<file path="config.mk">
export PLATFORM = sky130hd
export DESIGN_NAME = icache_ctrl_pf
export DESIGN_NICKNAME = d
export VERILOG_FILES = /design/src/rtl/icache_ctrl_pf.sv
export SDC_FILE = /design/constraint.sdc
export NUM_CORES = 1
export LEC_CHECK = 0
export CAP_MARGIN = 25
export CORE_AREA = 2 2 523 525
export CTS_BUF_LIST = sky130_fd_sc_hd__clkbuf_4
export CTS_CLUSTER_DIAMETER = 50
export DETAILED_ROUTE_END_ITERATION = 16
export DIE_AREA = 0 0 525 527
export PLACE_DENSITY = 0.31
export REMOVE_ABC_BUFFERS = 1
export SETUP_SLACK_MARGIN = 0.5
export SLEW_MARGIN = 20
export SYNTH_ARGS = -nofsm -noshare
export SYNTH_HDL_FRONTEND = slang
export SYNTH_SLANG_ARGS = --single-unit
</file>
<file path="constraint.sdc">
create_clock -name clk -period 45.9 [get_ports clk]
set_input_delay 9.18 -clock clk [delete_from_list [all_inputs] [get_ports clk]]
set_output_delay 9.18 -clock clk [all_outputs]
set_load 0.02 [all_outputs]
</file>
<file path="src/rtl/icache_ctrl_pf.sv">
// Read-only instruction-cache controller sitting between the fetch stage and
// the tag/data array. Demand misses refill a whole line from a line-wide
// memory port. The critical word is forwarded in the refill cycle. An optional
// next-line prefetch follows every demand refill. A flush during a demand
// refill lets the memory transaction finish and then drops its result.
module icache_ctrl_pf #(
  parameter int ADDR_W      = 32,
  parameter int DATA_W      = 32,
  parameter int LINE_BYTES  = 64,
  parameter int WAYS        = 8,
  parameter int CACHE_BYTES = 32768,
  parameter int REPL_MODE   = 0,
  parameter int PREFETCH    = 1
) (
  input  logic                      clk,
  input  logic                      rst,
  input  logic                      flush,
  input  logic                      req_valid,
  input  logic [ADDR_W-1:0]         req_addr,
  output logic                      resp_valid,
  output logic [DATA_W-1:0]         resp_data,
  output logic                      stall,
  output logic [ADDR_W-1:0]         q_addr,
  input  logic                      q_hit,
  input  logic [DATA_W-1:0]         q_data,
  input  logic [WAYS-1:0]           q_valid_mask,
  output logic [ADDR_W-1:0]         p_addr,
  input  logic                      p_hit,
  input  logic [WAYS-1:0]           p_valid_mask,
  output logic                      mem_req,
  output logic [ADDR_W-1:0]         mem_addr,
  input  logic                      mem_ready,
  input  logic                      mem_rvalid,
  input  logic [LINE_BYTES*8-1:0]   mem_rdata,
  output logic                      upd_en,
  output logic [$clog2(WAYS)-1:0]   upd_way,
  output logic [ADDR_W-1:0]         upd_addr,
  output logic [LINE_BYTES*8-1:0]   upd_line,
  output logic [31:0]               perf_hits,
  output logic [31:0]               perf_misses
);

  localparam int SETS   = CACHE_BYTES / (LINE_BYTES * WAYS);
  localparam int OFF    = $clog2(LINE_BYTES);
  localparam int WOFF   = $clog2(DATA_W / 8);
  localparam int WORDS  = (LINE_BYTES * 8) / DATA_W;
  localparam int WIDX_W = (WORDS > 1) ? $clog2(WORDS) : 1;
  localparam int WAY_W  = $clog2(WAYS);
  localparam int LINE_W = LINE_BYTES * 8;

  // The array geometry must resolve to a non-zero power-of-two set count.
  if (SETS < 1 || (SETS & (SETS - 1)) != 0) begin : g_cfg_check
    $error("icache_ctrl_pf: CACHE_BYTES/(LINE_BYTES*WAYS) must be a power of 2");
  end

  typedef enum logic [2:0] {
    S_IDLE,
    S_MISS_REQ,
    S_MISS_WAIT,
    S_PF_PROBE,
    S_PF_REQ,
    S_PF_WAIT
  } state_e;

  state_e                state_q, state_d;
  logic [7:0]            lfsr_q, lfsr_d;
  logic [WAY_W-1:0]      rr_q, rr_d;
  logic                  kill_q, kill_d;
  logic [ADDR_W-1:0]     line_q, line_d;
  logic [WIDX_W-1:0]     widx_q, widx_d;
  logic [WAY_W-1:0]      way_q, way_d;
  logic                  resp_valid_q, resp_valid_d;
  logic [DATA_W-1:0]     resp_data_q, resp_data_d;
  logic                  upd_en_q, upd_en_d;
  logic [WAY_W-1:0]      upd_way_q, upd_way_d;
  logic [ADDR_W-1:0]     upd_addr_q, upd_addr_d;
  logic [LINE_W-1:0]     upd_line_q, upd_line_d;
  logic [31:0]           hits_q, hits_d;
  logic [31:0]           misses_q, misses_d;

  logic                  lfsr_fb;
  logic [WAYS-1:0]       vmask;
  logic                  all_valid;
  logic [WAY_W-1:0]      victim;
  logic [ADDR_W-1:0]     pf_addr;

  // Lowest-numbered way whose valid bit is clear; only meaningful when one exists.
  function automatic logic [WAY_W-1:0] first_invalid(input logic [WAYS-1:0] m);
    logic [WAY_W-1:0] w;
    w = '0;
    for (int i = WAYS - 1; i >= 0; i--) begin
      if (!m[i]) w = WAY_W'(i);
    end
    return w;
  endfunction

  // Line-aligned form of a byte address.
  function automatic logic [ADDR_W-1:0] line_of(input logic [ADDR_W-1:0] a);
    return {a[ADDR_W-1:OFF], {OFF{1'b0}}};
  endfunction

  // Index of the fetch word inside its line.
  function automatic logic [WIDX_W-1:0] widx_of(input logic [ADDR_W-1:0] a);
    return WIDX_W'((a >> WOFF) & ADDR_W'(WORDS - 1));
  endfunction

  // Pick one fetch word out of a returned line.
  function automatic logic [DATA_W-1:0] word_of(input logic [LINE_W-1:0] l,
                                                input logic [WIDX_W-1:0] idx);
    return l[idx*DATA_W +: DATA_W];
  endfunction

  assign lfsr_fb   = lfsr_q[7] ^ lfsr_q[5] ^ lfsr_q[4] ^ lfsr_q[3];
  assign pf_addr   = line_q + ADDR_W'(LINE_BYTES);

  assign q_addr      = req_addr;
  assign stall       = (state_q != S_IDLE);
  assign mem_req     = (state_q == S_MISS_REQ) || (state_q == S_PF_REQ);
  assign mem_addr    = mem_req ? line_q : '0;
  assign p_addr      = (state_q == S_PF_PROBE) ? pf_addr : '0;
  assign resp_valid  = resp_valid_q;
  assign resp_data   = resp_data_q;
  assign upd_en      = upd_en_q;
  assign upd_way     = upd_way_q;
  assign upd_addr    = upd_addr_q;
  assign upd_line    = upd_line_q;
  assign perf_hits   = hits_q;
  assign perf_misses = misses_q;

  // Victim choice: fill invalid ways first, otherwise LFSR or round-robin.
  always_comb begin
    vmask     = (state_q == S_PF_PROBE) ? p_valid_mask : q_valid_mask;
    all_valid = &vmask;
    victim    = first_invalid(vmask);
    if (all_valid) begin
      victim = (REPL_MODE == 1) ? rr_q : lfsr_q[WAY_W-1:0];
    end
  end

  // Next-state and next-register logic for the lookup/refill/prefetch FSM.
  always_comb begin
    state_d      = state_q;
    lfsr_d       = {lfsr_q[6:0], lfsr_fb};
    rr_d         = rr_q;
    kill_d       = kill_q;
    line_d       = line_q;
    widx_d       = widx_q;
    way_d        = way_q;
    resp_valid_d = 1'b0;
    resp_data_d  = resp_data_q;
    upd_en_d     = 1'b0;
    upd_way_d    = upd_way_q;
    upd_addr_d   = upd_addr_q;
    upd_line_d   = upd_line_q;
    hits_d       = hits_q;
    misses_d     = misses_q;

    unique case (state_q)
      S_IDLE: begin
        kill_d = 1'b0;
        if (req_valid && !flush) begin
          if (q_hit) begin
            resp_valid_d = 1'b1;
            resp_data_d  = q_data;
            hits_d       = hits_q + 32'd1;
          end else begin
            line_d   = line_of(req_addr);
            widx_d   = widx_of(req_addr);
            way_d    = victim;
            if (all_valid && REPL_MODE == 1) rr_d = rr_q + 1'b1;
            misses_d = misses_q + 32'd1;
            state_d  = S_MISS_REQ;
          end
        end
      end

      S_MISS_REQ: begin
        if (flush) kill_d = 1'b1;
        if (mem_ready) state_d = S_MISS_WAIT;
      end

      S_MISS_WAIT: begin
        if (mem_rvalid) begin
          if (kill_q || flush) begin
            kill_d  = 1'b0;
            state_d = S_IDLE;
          end else begin
            upd_en_d     = 1'b1;
            upd_way_d    = way_q;
            upd_addr_d   = line_q;
            upd_line_d   = mem_rdata;
            resp_valid_d = 1'b1;
            resp_data_d  = word_of(mem_rdata, widx_q);
            state_d      = (PREFETCH != 0) ? S_PF_PROBE : S_IDLE;
          end
        end else if (flush) begin
          kill_d = 1'b1;
        end
      end

      S_PF_PROBE: begin
        if (p_hit) begin
          state_d = S_IDLE;
        end else begin
          line_d  = pf_addr;
          way_d   = victim;
          if (all_valid && REPL_MODE == 1) rr_d = rr_q + 1'b1;
          state_d = S_PF_REQ;
        end
      end

      S_PF_REQ: begin
        if (mem_ready) state_d = S_PF_WAIT;
      end

      S_PF_WAIT: begin
        if (mem_rvalid) begin
          upd_en_d   = 1'b1;
          upd_way_d  = way_q;
          upd_addr_d = line_q;
          upd_line_d = mem_rdata;
          state_d    = S_IDLE;
        end
      end

      default: state_d = S_IDLE;
    endcase
  end

  // State and datapath registers; reset clears every output immediately.
  always_ff @(posedge clk or posedge rst) begin
    if (rst) begin
      state_q      <= S_IDLE;
      lfsr_q       <= 8'hFF;
      rr_q         <= '0;
      kill_q       <= 1'b0;
      line_q       <= '0;
      widx_q       <= '0;
      way_q        <= '0;
      resp_valid_q <= 1'b0;
      resp_data_q  <= '0;
      upd_en_q     <= 1'b0;
      upd_way_q    <= '0;
      upd_addr_q   <= '0;
      upd_line_q   <= '0;
      hits_q       <= '0;
      misses_q     <= '0;
    end else begin
      state_q      <= state_d;
      lfsr_q       <= lfsr_d;
      rr_q         <= rr_d;
      kill_q       <= kill_d;
      line_q       <= line_d;
      widx_q       <= widx_d;
      way_q        <= way_d;
      resp_valid_q <= resp_valid_d;
      resp_data_q  <= resp_data_d;
      upd_en_q     <= upd_en_d;
      upd_way_q    <= upd_way_d;
      upd_addr_q   <= upd_addr_d;
      upd_line_q   <= upd_line_d;
      hits_q       <= hits_d;
      misses_q     <= misses_d;
    end
  end

endmodule

</file>
**Word level (Yosys, flattened, before mapping)**

Index checks and enable logic that the tools add are counted.

- Word-level logic and storage cells: 112
- Output and inout bits: 743
- Bits in registers: 696

- Equal/unequal tests: 15
- Reduce and logical (&&, ||, !) cells: 18
- Multiplexer cells: 57
- Shift operators: 1
- $add $sub $neg: 3
- Bitwise operators: 4

Operator list:

| kind | count |
|---|---|
| $mux 512 | 3 |
| $pmux 512 s2 | 1 |
| $shiftx 512x10->32 | 1 |
| $mux 32 | 12 |
| $pmux 32 s2 | 3 |
| $mux 3 | 22 |
| $add 32x1->32 const B | 2 |
| $add 32x7->32 const B | 1 |
| $ne 2x2->1 const B | 9 |
| $pmux 3 s6 | 1 |
| $pmux 3 s2 | 2 |
| $mux 1 | 8 |
| $mux 8 | 1 |
| $reduce_and 4->1 | 2 |
| $reduce_and 8->1 | 1 |
| $eq 3x2->1 const B | 2 |
| $eq 3x3->1 const B | 2 |
| $reduce_and 3->1 | 2 |
| $reduce_and 6->1 | 1 |
| $reduce_bool 2->1 | 3 |
| $reduce_bool 3->1 | 2 |
| $reduce_and 5->1 | 1 |
| $pmux 1 s2 | 2 |
| $eq 3x1->1 const B | 1 |
| 10 further kinds | 13 |

**Logic depth before layout (Yosys ltp)**

Gate-level depths: netlist of the first run.

- Depth in word-level cells: 14
- Gate-level depth with buffers: 9
- Mapped depth without buffers: 6

**Worst setup path after synthesis of the first run**

Ideal clock, no wire load.

- Kind: input port to output port
- Start point: input req_addr[0]
- End point: output q_addr[0]
- Slack: 27.406 ns
- Arrival time: 9.314 ns
- Data required time: 36.720 ns
- Cell stages on the path: 1
- Cell sequence: buf_4

RTL lines:

| item | line | source |
|---|---|---|
| start, declared | 19 | `input logic [ADDR_W-1:0] req_addr,` |
| end, declared | 23 | `output logic [ADDR_W-1:0] q_addr,` |

No word-level cell between the ends.

**Worst setup path after layout of the first run**

- Start point: input req_addr[29]
- End point: output q_addr[29]

No word-level cell between the ends.

==> summary.txt, run 1 <==
STA
  • Tcrit/Tclk final: a little over two fifths
  • Worst Skew: about 0.086 ns
  • Least-Margin Pin Slew: approximately 1.0 ns
  • Final hold vios: 0
  • # setup viols final: 0
  • Final min period: around 20 ns
  • Unrepaired setup endpoints after global routing: no
  • Fmax: 0.0503 GHz
  • Final Max Slew Viols: 0
  • Relative slew slack: 31.7%
  • Setup TNS Final: 0 ns

Route
  • DRC viols: 0
  • Routed Antenna Nets: 0
  • Iter 0 DRT Violations: roughly 1400
  • Routed vias: 26600
  • Vias per cell: 3.56
  • WL per Instance: between 30 and 40 µm
  • Final WL: 228000 µm
  • Pre-antenna DRT Iters: 4

Pwr
  • Total leakage power: 20.1 nW
  • Peak VDD IR: 0.0282 mV
  • Power density over the cells: ~73 nW/µm²
  • Total Power: 3.76 mW

Layout
  • Post-layout util: between 10% and 20%
  • Layout cells sized above 1: a little under 30%
  • P&R area growth vs syn: 64.8%
  • Number of fill cells in the layout: roughly 30000
  • Fin cells: ~7500
  • Layout Nets: between 4000 and 5000

Die
  • Die Span Y: between 500 and 600 µm
  • Core area: around 270000 µm²
  • FP Rows: 192
  • Die W: approximately 530 µm
  • DIE AREA: 277000 µm²
  • Ports: 1343
  • Initial core utilization: between 10% and 20%

Global routing
  • Vias in the first global route: around 28000
  • Global-route wire length before repair: between 200000 and 300000 µm
  • GRT Total Usage: about 16%
  • Grt ovf: 0
  • Initial antenna violation count: 76
  • Largest net degree at the start of global routing: around 140

Yosys
  • Register area share after synthesis: 54.7%
  • Mapped Area: 31300 µm²
  • Mapped Cells: about 2200
  • Post-synth ARST share: 100%
  • Yosys cell types: 54
  • Seq cells post-synth: 684
  • EDFF count, synth: 0
  • Commonest register cell after synthesis: dfrtp_1
  • Syn Area/Cell: around 14 µm²
  • Warning count from the yosys run: 0
  • Main area contributors after synthesis: dfrtp_1 54%, mux2_2 19%, mux4_2 9.2%
  • Top-area cell type share of the netlist area: 54.0%
  • Area leader, netlist: dfrtp_1

Setup path
  • Crit-path slowest cell: clkdlybuf4s50_1
  • CP Capture Type: output pin
  • CP arrival: roughly 11 ns
  • Worst-path cell chain: clkdlybuf4s50_1 -> clkdlybuf4s50_1
  • Startpoint Class: input pin
  • WS Path Type: in2out
  • Kind of cell adding the most delay to the critical path: buffers and inverters
  • Worst EP required: about 37 ns
  • Max incr delay on CP: 0.77 ns
  • Max FO, Critical Path: 2
  • CP dominant cell by count: clkdlybuf4s50_1
  • Worst path buffer plus inverter count: 2

CTS
  • Worst-path clk slew: 0.06 ns
  • Root Buffer Master: clkbuf_4
  • CTS Buf Count: 240
  • Clock tree buffer depth: 4
  • CTS tree: done
  • H-tree depth: 4
  • Hold Buf Count CTS: 0
  • Post-CTS Setup Inserts: 0
  • Clock Latency Late Sink: between 1 and 1.5 ns
  • Cts repair resizes: 0
  • Clock Sinks: 684

Hold path
  • Worst Hold Class: reg2reg

Placed design
  • Half-perimeter wire length after placement: 181000 µm
  • Placer congestion estimate: ~0.88
  • Placed insts: ~7000
  • PortBufs: around 1300

Job
  • Max_cap viols: 0

Outcome
  • Outcome: completed
cell type report:
type / count / area, µm² / share of cell area, %
clock buffers: 370 / 2780 / 5.38
clock inverters: 41 / 211 / 0.410
multi-input cells: 1370 / 13300 / 25.7
flip-flops and latches: 684 / 17100 / 33.2
diodes: 32 / 80.1 / 0.155
repair buffers: 1364 / 13600 / 26.4
well taps: 3589 / 4490 / 8.70
inverters: 13 / 63.8 / 0.124
report_power, final:
part / switching [mW] / total [mW] / internal (mW)
clock: 0.335 / 0.701 / 0.366
combinational: 1.10 / 1.99 / 0.886
sequential: 0.202 / 1.07 / 0.872
total: 1.64 / 3.76 / 2.12
final timing paths:
| check | from | endpoint | slack, ns | depth (start not counted) |
|---|---|---|---|---|
| max in group asynchronous | rst | upd_line[257] | 33.80 | 6 |
| min reg2reg | lfsr_q[1] | lfsr_q[2] | 0.35 | 0 |
| min | lfsr_q[1] | lfsr_q[2] | 0.35 | 0 |
| max | req_addr[29] | q_addr[29] | 26.01 | 2 |
| max reg2reg | state_q[0] | upd_line[94] | 41.58 | 8 |
| min in group asynchronous | rst | upd_line[273] | 8.51 | 2 |
registers in the layout, indices dropped and copies added, names as in the netlist, 4 cells and up:
signal and flops:
lfsr_q 8, line_q 26, perf_hits 32, perf_misses 32
resp_data 32, upd_addr 26, upd_line 512, widx_q 4
layout by cell type (no fill, tap or decap), types with 44 or more instances in the layout:
master / Yosys / layout
clkdlybuf4s50_1: 0 / 1320
dfrtp_1: 676 / 674
mux2_2: 541 / 541
clkbuf_4: 0 / 370
a21oi_1: 129 / 129
mux4_2: 128 / 128
nor2_1: 87 / 85
nand2_1: 76 / 74
a22oi_1: 68 / 68
xnor2_1: 55 / 55
nand3_1: 44 / 44
cells in the mapped netlist, drive strengths merged (20+ instances only):
| master | number |
|---|---|
| dfrtp | 676 |
| a22oi | 68 |
| o21ai | 20 |
| nand3 | 44 |
| and2 | 34 |
| xnor2 | 55 |
| nor2 | 87 |
| a21oi | 129 |
| clkbuf | 58 |
| mux4 | 128 |
| nand4 | 22 |
| xor2 | 35 |
| mux2 | 543 |
| nand2 | 76 |
| buf | 141 |
cell families after synthesis:
family | count (synthesis) | synth area share [%]
AND/OR/NAND/NOR | 324 | 5.32
buffers and inverters | 212 | 3.46
AO/OA/AOI/OAI | 261 | 5.10
multiplexers | 674 | 28.8
XOR/XNOR | 90 | 2.52
flip-flops | 684 | 54.7
adder cells (fa/ha/maj) | 3 | 0.120
other | 1 | 0.0120
routing by layer:
| layer | global-route usage [%] | part of all wire (%) |
|---|---|---|
| met1 | 19.0 | 41 |
| met2 | 24.7 | 45 |
| met3 | 8.68 | 12 |
| met4 | 4.19 | 2.3 |
| met5 | 0 | 0.071 |
worst register-to-register path, stage by stage, from the launching register on:
cell and delay [ns]:
dfrtp_1 0.61, nor2_1 0.19, and2_1 0.23, a22o_1 0.26, nand2_4 0.32, buf_4 0.72, buf_4 0.70, buf_4 0.73
mux2_2 0.47
through the flow:
step	instance area (µm²)	hold slack [ns]	worst slack, ns
final	51600	0.348	26.01
after global routing	51600	0.365	26.00
after CTS	51500	0.362	25.97
after detailed placement	48500	0.351	25.97
after global placement	48500	0.347	25.96
after floorplan	30400	0.345	17.56
Note: power is estimated with default switching activity, not from simulation.
==> run 2, diff against run 1 <==
--- a/config.mk
+++ b/config.mk
@@ -6,12 +6,12 @@
 export NUM_CORES = 1
 export LEC_CHECK = 0
 export CAP_MARGIN = 25
-export CORE_AREA = 2 2 523 525
+export CORE_AREA = 2 2 524 526
 export CTS_BUF_LIST = sky130_fd_sc_hd__clkbuf_4
 export CTS_CLUSTER_DIAMETER = 50
 export DETAILED_ROUTE_END_ITERATION = 16
-export DIE_AREA = 0 0 525 527
-export PLACE_DENSITY = 0.31
+export DIE_AREA = 0 0 526 528
+export PLACE_DENSITY = 0.32
 export REMOVE_ABC_BUFFERS = 1
 export SETUP_SLACK_MARGIN = 0.5
 export SLEW_MARGIN = 20
==> constraint.sdc (replaced) <==
create_clock -name clk -period 18.2 [get_ports clk]
set_input_delay 3.64 -clock clk [delete_from_list [all_inputs] [get_ports clk]]
set_output_delay 3.64 -clock clk [all_outputs]
set_load 0.02 [all_outputs]
==> run 2 against run 1 <==
Sequential share of layout area about the same. Highest routed layer unchanged. Via count up 0.26%. Largest cell class unchanged. Flip-flop and latch count unchanged. Combinational power rose to 2.5 times the previous value. Design area about the same. Worst setup slack worse by 16 ns. Critical path type unchanged.
==> summary.txt, run 2 (same netlist as run 1, synthesis figures left out) <==
Setup path
  • Startpoint Class: input pin
  • Worst-path cell chain: clkdlybuf4s50_1 -> clkdlybuf4s50_1
  • Setup crit end: q_addr[8]
  • Setup crit start: req_addr[8]
  • End of the worst register-to-register path: upd_line[458]
  • Number of stages on the worst setup path: 2 (unchanged)
  • CP arrival: 4.84 ns (-5.87 ns)
  • Max FO, Critical Path: 2 (unchanged)
  • FF-to-FF path depth: 8 (unchanged)
  • Max incr delay on CP: 0.65 ns (-0.12 ns)
  • Kind of cell adding the most delay to the critical path: buffers and inverters
  • Worst EP required: 14.56 ns (-22.16 ns)
  • CP Capture Type: output pin
  • Beginning of the worst register-to-register path: state_q[0]
  • Crit-path slowest cell: clkdlybuf4s50_1
  • Reg2Reg Setup Slack: 13.59 ns (-27.99 ns)
  • WS Path Type: in2out
  • Worst path buffer plus inverter count: 2 (unchanged)
  • CP dominant cell by count: clkdlybuf4s50_1

Layout
  • P&R area growth vs syn: 64.6% (about the same)
  • Layout Nets: 4272 (-0.094%)
  • Finished layout cell area: 51600 µm² (about the same)
  • Commonest non-fill, non-tap cell in the layout: clkdlybuf4s50_1
  • Layout cells sized above 1: 28.9% (-0.35 points)
  • Post-layout util: 18.9% (-0.066 points)
  • Largest register FFs: 512 (unchanged)
  • Commonest cells after routing, fill and taps aside: 1320 x clkdlybuf4s50_1, 674 x dfrtp_1, 541 x mux2_2

Placed design
  • Cell Area, Placed: 48500 µm² (about the same)
  • Half-perimeter wire length after placement: 181000 µm (-0.37%)
  • PortBufs: 1320 (unchanged)
  • Placer congestion estimate: 0.843 (-3.9%)

STA
  • Final min period: approximately 8.5 ns
  • Least-Margin Pin Slew: 1.13 ns (+0.106 ns)
  • Unrepaired setup endpoints after global routing: no
  • Final hold vios: 0 (unchanged)
  • Final Max Slew Viols: 0 (unchanged)
  • Worst Skew: 0.136 ns (+0.0503 ns)
  • Setup TNS Final: 0 ns (unchanged)
  • Tcrit/Tclk final: approximately 47%
  • Fmax: around 0.12 GHz
  • Relative slew slack: 24.7% (-7.0 points)
  • Worst hold slack: 0.356 ns (+0.00819 ns)
  • # setup viols final: 0 (unchanged)

Die
  • Initial core utilization: 11.5% (-0.031 points)
  • Core area: 272000 µm² (+0.26%)
  • DIE AREA: 278000 µm² (+0.38%)
  • FP Rows: 192 (unchanged)
  • Die W: 526 µm (+0.19%)
  • Die Span Y: 528 µm (+0.19%)
  • Ports: 1343 (unchanged)

Hold path
  • Worst Hold Class: reg2reg

Route
  • Pre-antenna DRT Iters: 4 (unchanged)
  • Final WL: 227000 µm (-0.67%)
  • Routed vias: 26600 (+0.26%)
  • Vias per cell: 3.57 (+0.28%)
  • WL per Instance: 30.4 µm (-0.66%)
  • Iter 0 DRT Violations: 1295 (-8.2%)
  • Routed Antenna Nets: 0 (unchanged)
  • DRC viols: 0 (unchanged)

Pwr
  • Total leakage power: 20.0 nW (-0.19%)
  • Peak VDD IR: 0.0836 mV (+200%)
  • Sw frac: 43.7% (+0.22 points)
  • Clock power frac: 18.6% (about the same)
  • Cell-internal power: 5.33 mW (+150%)
  • P_sw: 4.14 mW (+150%)
  • Combinational Power Share: 52.6% (-0.2 points)
  • Power density over the cells: 184 nW/µm² (+150%)
  • Seq pwr share: 28.8% (+0.2 points)

Global routing
  • Global-route wire length before repair: 293000 µm (-0.69%)
  • Vias in the first global route: 28200 (-0.94%)
  • Largest net degree at the start of global routing: 125 (-9.4%)
  • Initial antenna violation count: 80 (+5.3%)
  • Grt ovf: 0 (unchanged)
  • GRT Total Usage: 15.8% (-0.20 points)

Job
  • Max_cap viols: 0 (unchanged)

CTS
  • Worst-path clk slew: 0.06 ns (about the same)
  • Root Buffer Master: clkbuf_4
  • Clock Latency Late Sink: 1.32 ns (+0.10 ns)
  • Clock tree buffer depth: 4 (unchanged)
  • Cts repair resizes: 0 (unchanged)
  • CTS Buf Count: 239 (-0.42%)
  • H-tree depth: 4 (unchanged)
  • Post-CTS Setup Inserts: 0 (unchanged)
  • Clock Sinks: 684 (unchanged)
  • Hold Buf Count CTS: 0 (unchanged)
  • CTS tree: done

Outcome
  • Outcome: completed
## run 2: cell type report
cell class / instances / area (µm²)
clock buffer: 354 / 2660
timing repair buffer: 1361 / 13600
sequential: 684 / 17100
inverter: 13 / 63.8
tap: 3589 / 4490
antenna: 29 / 72.6
multi-input combinational: 1370 / 13300
fill: 29900 / 221000
clock inverter: 62 / 313
## run 2: worst min path at each step
stage	end	depth (start not counted)	slack (ns)	start
after floorplan	lfsr_q[7]	0	0.35	lfsr_q[6]
after global placement	lfsr_q[7]	0	0.35	lfsr_q[6]
after detailed placement	lfsr_q[7]	0	0.35	lfsr_q[6]
after CTS	lfsr_q[7]	0	0.36	lfsr_q[6]
after global routing	lfsr_q[6]	0	0.37	lfsr_q[5]
final	lfsr_q[7]	0	0.36	lfsr_q[6]
## run 2: power groups by stage
stage	registers, mW	logic (mW)	clock network [mW]
after global routing	2.84	5.28	1.95
after floorplan	3.45	1.55	0
after CTS	2.75	5.10	1.88
final	2.73	4.98	1.76
after global placement	2.75	5.09	0
after detailed placement	2.76	5.08	0
## run 2: per-layer routing
| layer | wire length, µm | GRT usage [%] |
|---|---|---|
| met1 | 93600 | 19.0 |
| met2 | 102000 | 24.6 |
| met3 | 26100 | 8.09 |
| met4 | 4850 | 3.82 |
| met5 | 219 | 0 |
## run 2: metrics by stage
| stage | std cells | total power [mW] | worst slack [ns] |
|---|---|---|---|
| final | 7462 | 9.47 | 9.72 |
| after global routing | 7445 | 10.1 | 9.70 |
| after CTS | 7432 | 9.73 | 9.71 |
| after detailed placement | 7016 | 7.84 | 9.71 |
| after global placement | 7016 | 7.84 | 9.73 |
| after floorplan | 2067 | 5.00 | -4.60 |
